File: config.mk
export PLATFORM = sky130hd
export DESIGN_NAME = fb_access_arbiter_flat
export DESIGN_NICKNAME = d
export VERILOG_FILES = /design/src/rtl/fb_access_arbiter_if.sv /design/src/rtl/fb_access_arbiter.sv /design/src/flat_wrapper.sv
export SDC_FILE = /design/constraint.sdc
export NUM_CORES = 1
export LEC_CHECK = 0
export CAP_MARGIN = 20
export CELL_PAD_IN_SITES_DETAIL_PLACEMENT = 1
export CELL_PAD_IN_SITES_GLOBAL_PLACEMENT = 2
export CORE_ASPECT_RATIO = 0.75
export CORE_MARGIN = 4
export CORE_UTILIZATION = 26
export CTS_BUF_LIST = sky130_fd_sc_hd__clkbuf_4 sky130_fd_sc_hd__clkbuf_8
export DETAILED_ROUTE_END_ITERATION = 10
export GPL_TIMING_DRIVEN = 0
export MAX_ROUTING_LAYER = met4
export PLACE_DENSITY_LB_ADDON = 0.1
export SYNTH_ARGS = -nofsm -noshare
export SYNTH_HDL_FRONTEND = slang
export SYNTH_SLANG_ARGS = --single-unit
File: constraint.sdc
create_clock -name vga_clk -period 1.48 [get_ports vga_clk]
set_input_delay 0.148 -clock vga_clk [delete_from_list [all_inputs] [get_ports vga_clk]]
set_output_delay 0.148 -clock vga_clk [all_outputs]
set_load 0.03 [all_outputs]
File: src/rtl/fb_access_arbiter_if.sv
// rtl/fb_access_arbiter_if.sv - display, CPU and RAM port bundle of the frame-buffer arbiter
//
// Signal groups:
//   display : disp_req, disp_addr -> disp_data, disp_valid, disp_miss
//   cpu     : cpu_req, cpu_we, cpu_addr, cpu_wdata -> cpu_ack, cpu_rdata,
//             cpu_rvalid, cpu_starved
//   ram     : mem_addr, mem_we, mem_wdata -> mem_rdata
// Modports:
//   slave  : the arbiter itself
//   master : the surrounding system (requesters plus the RAM)
interface fb_access_arbiter_if #(
    parameter int ADDR_W = 17,
    parameter int DATA_W = 8
);
    logic              disp_req;
    logic [ADDR_W-1:0] disp_addr;
    logic [DATA_W-1:0] disp_data;
    logic              disp_valid;
    logic              disp_miss;

    logic              cpu_req;
    logic              cpu_we;
    logic [ADDR_W-1:0] cpu_addr;
    logic [DATA_W-1:0] cpu_wdata;
    logic              cpu_ack;
    logic [DATA_W-1:0] cpu_rdata;
    logic              cpu_rvalid;
    logic              cpu_starved;

    logic [ADDR_W-1:0] mem_addr;
    logic              mem_we;
    logic [DATA_W-1:0] mem_wdata;
    logic [DATA_W-1:0] mem_rdata;

    modport slave (
        input  disp_req, disp_addr,
        output disp_data, disp_valid, disp_miss,
        input  cpu_req, cpu_we, cpu_addr, cpu_wdata,
        output cpu_ack, cpu_rdata, cpu_rvalid, cpu_starved,
        output mem_addr, mem_we, mem_wdata,
        input  mem_rdata
    );

    modport master (
        output disp_req, disp_addr,
        input  disp_data, disp_valid, disp_miss,
        output cpu_req, cpu_we, cpu_addr, cpu_wdata,
        input  cpu_ack, cpu_rdata, cpu_rvalid, cpu_starved,
        input  mem_addr, mem_we, mem_wdata,
        output mem_rdata
    );
endinterface

File: src/rtl/fb_access_arbiter.sv
// rtl/fb_access_arbiter.sv - single-port frame-buffer RAM arbiter, display priority over CPU
//
// Ports:
//   vga_clk : single clock for all logic
//   rst     : synchronous, active-high reset
//   bus     : fb_access_arbiter_if.slave (display stream, CPU req/ack port, RAM port)
// Optional feature:
//   FB_STARVE_STEAL_EN - when defined, a starved CPU takes one slot from the display
//                        (disp_miss pulses); when undefined the display always wins.
// Pipeline: request sampled at edge N, RAM controls in N+1, RAM data in N+2,
// routed read data valid in N+3.
module fb_access_arbiter #(
    parameter int ADDR_W       = 17,
    parameter int DATA_W       = 8,
    parameter int DEPTH        = 90624,
    parameter int STARVE_LIMIT = 640
) (
    input  logic                vga_clk,
    input  logic                rst,
    fb_access_arbiter_if.slave  bus
);
    localparam int CNT_W = $clog2(STARVE_LIMIT + 1);
    localparam logic [ADDR_W:0]  DEPTH_L = (ADDR_W + 1)'(DEPTH);
    localparam logic [CNT_W-1:0] LIMIT   = CNT_W'(STARVE_LIMIT);

    typedef enum logic [1:0] {GNT_IDLE, GNT_DISP, GNT_CPU} grant_t;

    grant_t            grant_q;     // owner of the RAM slot currently driven on mem_*
    grant_t            grant_d;
    logic              cpu_rd_s1;   // the CPU slot on mem_* is a read
    logic              oor_s1;      // address on mem_* is out of range
    grant_t            owner_s2;    // owner of the word on mem_rdata
    logic              oor_s2;
    logic [CNT_W-1:0]  starve_cnt;

    logic cpu_elig;
    logic starve_hit;
    logic steal;
    logic disp_oor;
    logic cpu_oor;

    always_comb begin
        // The ack cycle itself is never eligible, so back-to-back CPU grants are impossible.
        cpu_elig   = bus.cpu_req && !bus.cpu_ack;
        starve_hit = (starve_cnt == LIMIT);
        disp_oor   = ({1'b0, bus.disp_addr} >= DEPTH_L);
        cpu_oor    = ({1'b0, bus.cpu_addr} >= DEPTH_L);
`ifdef FB_STARVE_STEAL_EN
        steal      = cpu_elig && bus.disp_req && starve_hit;
`else
        steal      = 1'b0;
`endif
        grant_d = GNT_IDLE;
        if (steal)             grant_d = GNT_CPU;
        else if (bus.disp_req) grant_d = GNT_DISP;
        else if (cpu_elig)     grant_d = GNT_CPU;
    end

    assign bus.cpu_starved = starve_hit;

    always_ff @(posedge vga_clk) begin
        if (rst) begin
            grant_q        <= GNT_IDLE;
            cpu_rd_s1      <= 1'b0;
            oor_s1         <= 1'b0;
            owner_s2       <= GNT_IDLE;
            oor_s2         <= 1'b0;
            starve_cnt     <= '0;
            bus.mem_addr   <= '0;
            bus.mem_we     <= 1'b0;
            bus.mem_wdata  <= '0;
            bus.cpu_ack    <= 1'b0;
            bus.disp_miss  <= 1'b0;
            bus.disp_data  <= '0;
            bus.disp_valid <= 1'b0;
            bus.cpu_rdata  <= '0;
            bus.cpu_rvalid <= 1'b0;
        end else begin
            grant_q       <= grant_d;
            bus.mem_we    <= 1'b0;
            bus.cpu_ack   <= 1'b0;
            bus.disp_miss <= steal;
            cpu_rd_s1     <= 1'b0;
            oor_s1        <= 1'b0;

            // Stage 1: drive the RAM port; mem_addr holds when idle.
            case (grant_d)
                GNT_DISP: begin
                    bus.mem_addr <= bus.disp_addr;
                    oor_s1       <= disp_oor;
                end
                GNT_CPU: begin
                    bus.mem_addr  <= bus.cpu_addr;
                    bus.mem_wdata <= bus.cpu_wdata;
                    bus.mem_we    <= bus.cpu_we && !cpu_oor;
                    bus.cpu_ack   <= 1'b1;
                    cpu_rd_s1     <= !bus.cpu_we;
                    oor_s1        <= cpu_oor;
                end
                default: ;
            endcase

            // Stage 2: CPU writes carry no return word.
            owner_s2 <= (grant_q == GNT_CPU && !cpu_rd_s1) ? GNT_IDLE : grant_q;
            oor_s2   <= oor_s1;

            // Stage 3: route the returning word; out-of-range reads yield zero.
            bus.disp_valid <= (owner_s2 == GNT_DISP);
            bus.cpu_rvalid <= (owner_s2 == GNT_CPU);
            if (owner_s2 == GNT_DISP)
                bus.disp_data <= oor_s2 ? '0 : bus.mem_rdata;
            if (owner_s2 == GNT_CPU)
                bus.cpu_rdata <= oor_s2 ? '0 : bus.mem_rdata;

            // Starvation: count losses to the display, saturate, clear on grant or withdrawal.
            if (!bus.cpu_req || grant_d == GNT_CPU)
                starve_cnt <= '0;
            else if (cpu_elig && grant_d == GNT_DISP && !starve_hit)
                starve_cnt <= starve_cnt + CNT_W'(1);
        end
    end
endmodule

File: src/flat_wrapper.sv
// flat-port wrapper written by rule: the top's interface ports become plain ports
module fb_access_arbiter_flat 
#(
    parameter int ADDR_W       = 17,
    parameter int DATA_W       = 8,
    parameter int DEPTH        = 90624,
    parameter int STARVE_LIMIT = 640
)
  (vga_clk, rst, bus_disp_req, bus_disp_addr, bus_disp_data, bus_disp_valid, bus_disp_miss, bus_cpu_req, bus_cpu_we, bus_cpu_addr, bus_cpu_wdata, bus_cpu_ack, bus_cpu_rdata, bus_cpu_rvalid, bus_cpu_starved, bus_mem_addr, bus_mem_we, bus_mem_wdata, bus_mem_rdata);
  fb_access_arbiter_if #(.ADDR_W(ADDR_W), .DATA_W(DATA_W)) bus_i ();
  input  logic vga_clk;
  input  logic rst;
  input wire logic [$bits(bus_i.disp_req)-1:0] bus_disp_req;
  input wire logic [$bits(bus_i.disp_addr)-1:0] bus_disp_addr;
  output wire logic [$bits(bus_i.disp_data)-1:0] bus_disp_data;
  output wire logic [$bits(bus_i.disp_valid)-1:0] bus_disp_valid;
  output wire logic [$bits(bus_i.disp_miss)-1:0] bus_disp_miss;
  input wire logic [$bits(bus_i.cpu_req)-1:0] bus_cpu_req;
  input wire logic [$bits(bus_i.cpu_we)-1:0] bus_cpu_we;
  input wire logic [$bits(bus_i.cpu_addr)-1:0] bus_cpu_addr;
  input wire logic [$bits(bus_i.cpu_wdata)-1:0] bus_cpu_wdata;
  output wire logic [$bits(bus_i.cpu_ack)-1:0] bus_cpu_ack;
  output wire logic [$bits(bus_i.cpu_rdata)-1:0] bus_cpu_rdata;
  output wire logic [$bits(bus_i.cpu_rvalid)-1:0] bus_cpu_rvalid;
  output wire logic [$bits(bus_i.cpu_starved)-1:0] bus_cpu_starved;
  output wire logic [$bits(bus_i.mem_addr)-1:0] bus_mem_addr;
  output wire logic [$bits(bus_i.mem_we)-1:0] bus_mem_we;
  output wire logic [$bits(bus_i.mem_wdata)-1:0] bus_mem_wdata;
  input wire logic [$bits(bus_i.mem_rdata)-1:0] bus_mem_rdata;
  assign bus_i.disp_req = bus_disp_req;
  assign bus_i.disp_addr = bus_disp_addr;
  assign bus_disp_data = bus_i.disp_data;
  assign bus_disp_valid = bus_i.disp_valid;
  assign bus_disp_miss = bus_i.disp_miss;
  assign bus_i.cpu_req = bus_cpu_req;
  assign bus_i.cpu_we = bus_cpu_we;
  assign bus_i.cpu_addr = bus_cpu_addr;
  assign bus_i.cpu_wdata = bus_cpu_wdata;
  assign bus_cpu_ack = bus_i.cpu_ack;
  assign bus_cpu_rdata = bus_i.cpu_rdata;
  assign bus_cpu_rvalid = bus_i.cpu_rvalid;
  assign bus_cpu_starved = bus_i.cpu_starved;
  assign bus_mem_addr = bus_i.mem_addr;
  assign bus_mem_we = bus_i.mem_we;
  assign bus_mem_wdata = bus_i.mem_wdata;
  assign bus_i.mem_rdata = bus_mem_rdata;
  fb_access_arbiter #(.ADDR_W(ADDR_W), .DATA_W(DATA_W), .DEPTH(DEPTH), .STARVE_LIMIT(STARVE_LIMIT)) u_core (.vga_clk(vga_clk), .rst(rst), .bus(bus_i));
endmodule
==> qor.csv, run 1 <==
metric,value,unit
run status,finished with violations,
failing checks,setup timing,
worst clock skew,4.63,ps
Final Hold Vio Count,0,
grt total ovfl,0,
drt first pass iters,4,
Diodes inserted,0,
Slew Limit Headroom,64.9,%
die area,11900,um^2
Buf/Inv on CP,1,
total track usage,14.3,%
remaining routing DRC violations,0,
H-tree depth,3,
hold slack final,350,ps
PD cells,992,nW/um^2
post-synthesis cell count,286,
critical path's slowest cell,or3_4,
Hold/Removal Path Class,primary input to flip-flop,
worst vdd ir,0.381,mV
Worst-Margin Slew,526,ps
number of global-route vias before repair,2536,
cell depth of the worst setup path,3,
Ports,102,
CP Launch Type,flip-flop,
critical path type,flip-flop to output pin,
"flops & latches, synth",61,
Netlist cell types,45,
initial DRC count,74,
critical path's largest stage delay,420,ps
RSZ-0062 raised after global routing,true,
cell family with most CP delay,simple AND/OR/NAND/NOR gates,
Synthesized Nets,343,
drt wl/cell,14.8,um
worst-skew pair later-pin latency,340,ps
register area share after synthesis,46.2,%
fill cell count,1162,
cts hold-fix bufs,0,
die width,124,um
fin worst setup slack,-112,ps
worst-path cell chain,or3_4 > nor3_4 > buf_6,
Yosys top cell area share,46.2,%
Achievable Freq,0.628,GHz
most area-hungry cell type in the Yosys netlist,dfxtp_1,
vias per cell,4.42,
Antenna Nets Post-Route,0,
Fin Setup TNS,-170,ps
Worst R2R Path Depth,5,
Final Max Tran Viols,0,
CTS buffer count,9,
DP Area,3820,um^2
first-pass GRT wire length,12800,um
kind of end point of the critical path,output pin,
# rows,31,
critical path peak fanout,4,
layout cell share with drive strength beyond 1,18.1,%
syn_area_per_cell,9.24,um^2
IO buf count,100,
Placeable Area,9770,um^2
"Net count, final",466,
endpoints failing setup,2,
register area,1240,um^2
max_cap viols,0,
antenna violations before repair,0,
mapped cell area,2640,um^2
Initial Util,27.0,%
clock sink total,61,
area occupied by multi-input gates,1330,um^2
Die Span Y,95.3,um
warning count from the yosys run,0,
Leak Pwr,1.81,nW
largest net degree at the start of global routing,11,
via count,2414,
Area contributors post-synth,"dfxtp_1 46%, nand2_1 7.5%, mux2i_1 6.4%, mux2_4 5.7%, a21oi_1 4.9%",
Post-DP HPWL,5980,um
CTS tree,done,
r2r setup slk,-60,ps
synthesis-to-layout area growth,56.9,%
root buf cell,clkbuf_8,
Routed Wire Length,8060,um
fin crit share,108,%
WP data required,1330,ps
final instance area,4150,um^2
CP arrival,1440,ps
gpl congestion,0.722,
clock slew at reported path FFs,70,ps
CTS Buffer Depth,2,
Period minus WS final,1590,ps
Worst Hold Depth,3,
-- per-layer routing --
| metal | wire length [um] | GRT usage (%) | vias to the layer above | share of wire [%] |
|---|---|---|---|---|
| li1 | - | - | 1203 | - |
| met1 | 4010 | 17.4 | 1127 | 50 |
| met2 | 3380 | 21.0 | 75 | 42 |
| met3 | 555 | 6.27 | 9 | 6.9 |
| met4 | 112 | 5.20 | 0 | 1.4 |
| met5 | 0 | - | - | 0 |
-- kinds of logic after synthesis --
logic type / synth area share [%]
and+or+nand+nor: 23.0
xor gates and xnor gates: 1.99
muxes: 15.5
buffers and inverters: 4.92
adders and majority gates: 0.946
AOI/OAI and AO/OA: 7.29
DFF: 46.2
other: 0.142
-- synthesized netlist by cell type --
cell type	n
o31a_1	1
dfxtp_1	61
or3b_4	1
xnor2_1	4
nor3_2	1
and3b_2	1
o31ai_1	1
buf_1	1
buf_4	3
mux2_1	1
nor4_1	1
nand3_1	3
mux2_4	10
a211o_1	1
o32ai_2	1
or3_4	1
and4_1	1
nand4b_1	2
nand2_1	53
mux2i_1	17
or4_1	1
nor3_1	4
and2_1	1
nand3b_1	2
nand2b_1	2
mux2_2	7
buf_2	1
xor2_1	2
buf_6	3
nand4_1	2
conb_1	1
a21oi_1	26
nor2_1	29
a31oi_1	1
nor2b_1	15
or2_2	1
and3_1	2
ha_1	2
clkbuf_1	8
inv_1	4
and4b_1	1
buf_12	1
or3_1	1
nor3b_1	1
o21ai_0	3
-- final timing paths --
kind                                           endpoint                 start
worst min register to register            u_core.oor_s2         u_core.oor_s1
worst max-delay path                    bus_cpu_starved  u_core.starve_cnt[2]
worst max register to register     u_core.starve_cnt[0]  u_core.starve_cnt[2]
worst min-delay path            u_core.bus.mem_wdata[2]      bus_cpu_wdata[2]
-- report_power, final --
| part | switching (W) | leakage [nW] | internal [W] |
|---|---|---|---|
| sequential | 0.0000337 | 0.502 | 0.00170 |
| clock | 0.000661 | 0.120 | 0.00105 |
| combinational | 0.000322 | 1.19 | 0.000343 |
| total | 0.00102 | 1.81 | 0.00310 |
-- state kept, by name (all words and copies together), names as in the netlist --
register               count
u_core.bus.cpu_rdata       8
u_core.bus.cpu_rvalid      1
u_core.bus.disp_data       8
u_core.bus.disp_valid      1
u_core.bus.mem_addr       17
u_core.bus.mem_wdata       8
u_core.bus.mem_we          1
u_core.cpu_rd_s1           1
u_core.grant_q             2
u_core.oor_s1              1
u_core.oor_s2              1
u_core.owner_s2            2
u_core.starve_cnt         10
-- placed cells by master (no fill, tap or decap), types with 5 or more instances in the layout --
cell / instances
dfxtp_1: 55
nand2_1: 53
clkdlybuf4s50_1: 53
dlygate4sd2_1: 46
nor2_1: 29
a21oi_1: 26
mux2i_1: 17
nor2b_1: 14
buf_4: 12
mux2_4: 11
clkbuf_8: 11
mux2_2: 7
clkbuf_1: 6
buf_6: 5
-- timing repair --
action / CTS / global route
gates resized for setup: 58 / 17
pin swaps: 3 / 7
endpoints found under the hold margin: 0 / 0
setup buffers: 3 / 7
cloned: 0 / 2
endpoints found under the setup margin: 55 / 24
-- worst reg2reg max path: stages, from the launching register on --
cell and delay (ps):
dfxtp_4 360, or3_4 420, buf_6 130, o31a_1 300
xnor2_1 160, nor2_1 60
-- area by class of cell --
cell class	instances	area share (%)
inverters	4	0.362
flip-flops and latches	61	29.8
clock inverters	4	1.69
repair buffers	112	25.4
clock buffers	12	3.83
well taps	132	3.98
multi-input cells	204	32.1
plain buffers	17	2.84
-- stage by stage --
| stage | worst slack (ps) | utilization, % | power [W] | instances |
|---|---|---|---|---|
| final | -112 | 42.4 | 0.00411 | 546 |
| after global routing | -199 | 42.4 | 0.00433 | 546 |
| after CTS | -167 | 41.1 | 0.00418 | 537 |
| after detailed placement | -411 | 39.1 | 0.00246 | 518 |
| after global placement | -384 | 39.1 | 0.00245 | 518 |
| after floorplan | 70.2 | - | 0.00213 | 286 |
No activity file was read; power rests on OpenSTA's default activity.
==> inputs of run 2 (changes only) <==
- CTS_CLUSTER_DIAMETER: unset -> 150
==> results of run 2 <==
Final layout, timing and power as in run 1 (identical DEF).
==> inputs of run 3 (changes only) <==
--- a/config.mk
+++ b/config.mk
@@ -18,4 +18,5 @@
 export MAX_ROUTING_LAYER = met4
 export PLACE_DENSITY_LB_ADDON = 0.1
+export SKIP_CTS_REPAIR_TIMING = 1
 export SYNTH_ARGS = -nofsm -noshare
 export SYNTH_HDL_FRONTEND = slang
==> constraint.sdc (replaced) <==
create_clock -name vga_clk -period 1.48 [get_ports vga_clk]
set_input_delay 0.222 -clock vga_clk [delete_from_list [all_inputs] [get_ports vga_clk]]
set_output_delay 0.222 -clock vga_clk [all_outputs]
set_load 0.005 [all_outputs]
==> run 3 against run 2 <==
Effect of this change:
- the flow still finishes with violations (setup timing)
- setup slack worse by 53 ps
- critical path type unchanged
- utilization is 0.47 points lower
- maximum frequency is 3.2% lower
- die area stayed put
- routed wire length is 2.0% lower
- sequential share of layout area is 0.31 points higher
- non-clock buffer count is 8 lower
- total power is 7.9% lower
- highest routed layer unchanged
==> qor.csv, run 3 (synthesis results as in run 1) <==
metric,value,unit
Sequential Power Share,45.8,%
Initial Util,27.0,%
critical path's largest stage delay,420,ps
Die Span Y,95.3,um
P_int,0.00292,W
layout cell share with drive strength beyond 1,14.6,%
Antenna Nets Post-Route,0,
Buf/Inv on CP,1,
clock slew at reported path FFs,60,ps
Placeable Area,9770,um^2
Post-DP HPWL,5970,um
Routed Wire Length,7900,um
die area,11900,um^2
first-pass GRT wire length,12800,um
fin crit share,111,%
kind of end point of the critical path,output pin,
max_cap viols,0,
most frequent cells in the layout,"92 x clkdlybuf4s50_1, 56 x dfxtp_1, 53 x nand2_1",
fin worst setup slack,-166,ps
worst-skew pair later-pin latency,330,ps
largest net degree at the start of global routing,11,
worst-path cell chain,or3_4 > nor3_4 > buf_2,
CP Launch Type,flip-flop,
Hold/Removal Path Class,primary input to flip-flop,
remaining routing DRC violations,0,
grt total ovfl,0,
# rows,31,
IO buf count,100,
Achievable Freq,0.608,GHz
critical path type,flip-flop to output pin,
final instance area,4100,um^2
worst vdd ir,0.382,mV
synthesis-to-layout area growth,55.1,%
failing checks,setup timing,
vias per cell,4.44,
H-tree depth,3,
switching share of power,23.0,%
cell family with most CP delay,simple AND/OR/NAND/NOR gates,
die width,124,um
WP data required,1260,ps
run status,finished with violations,
combinational share of power,15.5,%
largest registers,"u_core.bus.mem_addr: 17 flops, u_core.starve_cnt: 10 flops",
Ports,102,
Diodes inserted,0,
via count,2380,
Worst-Margin Slew,525,ps
Psw,0.000870,W
CTS tree,done,
root buf cell,clkbuf_8,
gpl congestion,0.764,
endpoints failing setup,1,
clock sink total,61,
Clk network pwr share,38.7,%
drt wl/cell,14.7,um
Largest register FFs,17,
"Most flops, register",u_core.bus.mem_addr,
"commonest non-fill, non-tap cell in the layout",clkdlybuf4s50_1,
CP arrival,1420,ps
CTS buffer count,9,
worst clock skew,2.92,ps
critical path peak fanout,6,
CTS Buffer Depth,2,
Period minus WS final,1650,ps
number of global-route vias before repair,2605,
total track usage,14.1,%
"Net count, final",458,
Fin Setup TNS,-166,ps
initial DRC count,75,
DP Area,3810,um^2
Leak Pwr,1.66,nW
Final Hold Vio Count,0,
drt first pass iters,4,
RSZ-0062 raised after global routing,true,
antenna violations before repair,0,
PD cells,923,nW/um^2
Final Max Tran Viols,0,
Pwr Total,0.00379,W
critical path's slowest cell,or3_4,
Slew Limit Headroom,65.0,%
[run 3: changes by cell type in the layout (fill, tap and decap cells not counted), moves of 2 or more]
cell,change
clkdlybuf4s50_1,+39
buf_6,-2
buf_4,-7
inv_2,-2
dlygate4sd2_1,-46
dlymetal6s2s_1,+7
inv_1,+2
[run 3: per-stage QoR]
stage | util [%] | std cells | setup slack [ps] | hold WS (ps)
floorplan | - | 286 | 150 | 299
global placement | 39.0 | 518 | -452 | 428
detailed placement | 39.0 | 518 | -476 | 434
CTS | 40.9 | 532 | -601 | 409
global route | 42.0 | 536 | -230 | 424
finish | 42.0 | 536 | -166 | 416
[run 3: power by group through the flow]
stage                     clock (W)  combinational [W]  sequential, W
after floorplan                   0           0.000246        0.00178
after global placement            0           0.000566        0.00177
after detailed placement          0           0.000573        0.00178
after CTS                   0.00153           0.000577        0.00174
after global routing        0.00160           0.000642        0.00174
final                       0.00147           0.000587        0.00174
[run 3: final timing paths]
path | slack [ps] | endpoint | depth (start not counted) | from
min reg2reg | 440 | u_core.oor_s2 | 1 | u_core.oor_s1
max | -170 | bus_cpu_starved | 3 | u_core.starve_cnt[3]
max reg2reg | 60 | u_core.starve_cnt[0] | 4 | u_core.starve_cnt[3]
min | 420 | u_core.grant_q[1] | 3 | bus_cpu_req
[run 3: worst register-to-register path, stage by stage, from the launching register on]
cell     delay [ps]
dfxtp_4         360
or3_4           420
o31a_1          330
xnor2_1         150
nor2_1           50
[run 3: layout make-up]
cell class              count  area, um^2
flip-flops and latches     61        1230
fillers                  1146        5670
clock inverters             2        35.0
well taps                 132         165
inverters                   4        15.0
plain buffers              17         119
multi-input cells         204        1310
clock buffers              12         153
repair buffers            104        1070
[run 3: layer usage]
metal / vias up / global-route usage, % / part of all wire, %
li1: 1182 / - / -
met1: 1112 / 17.9 / 49
met4: 0 / 4.93 / 1.4
met3: 11 / 5.94 / 7.1
met5: - / - / 0
met2: 75 / 20.2 / 42
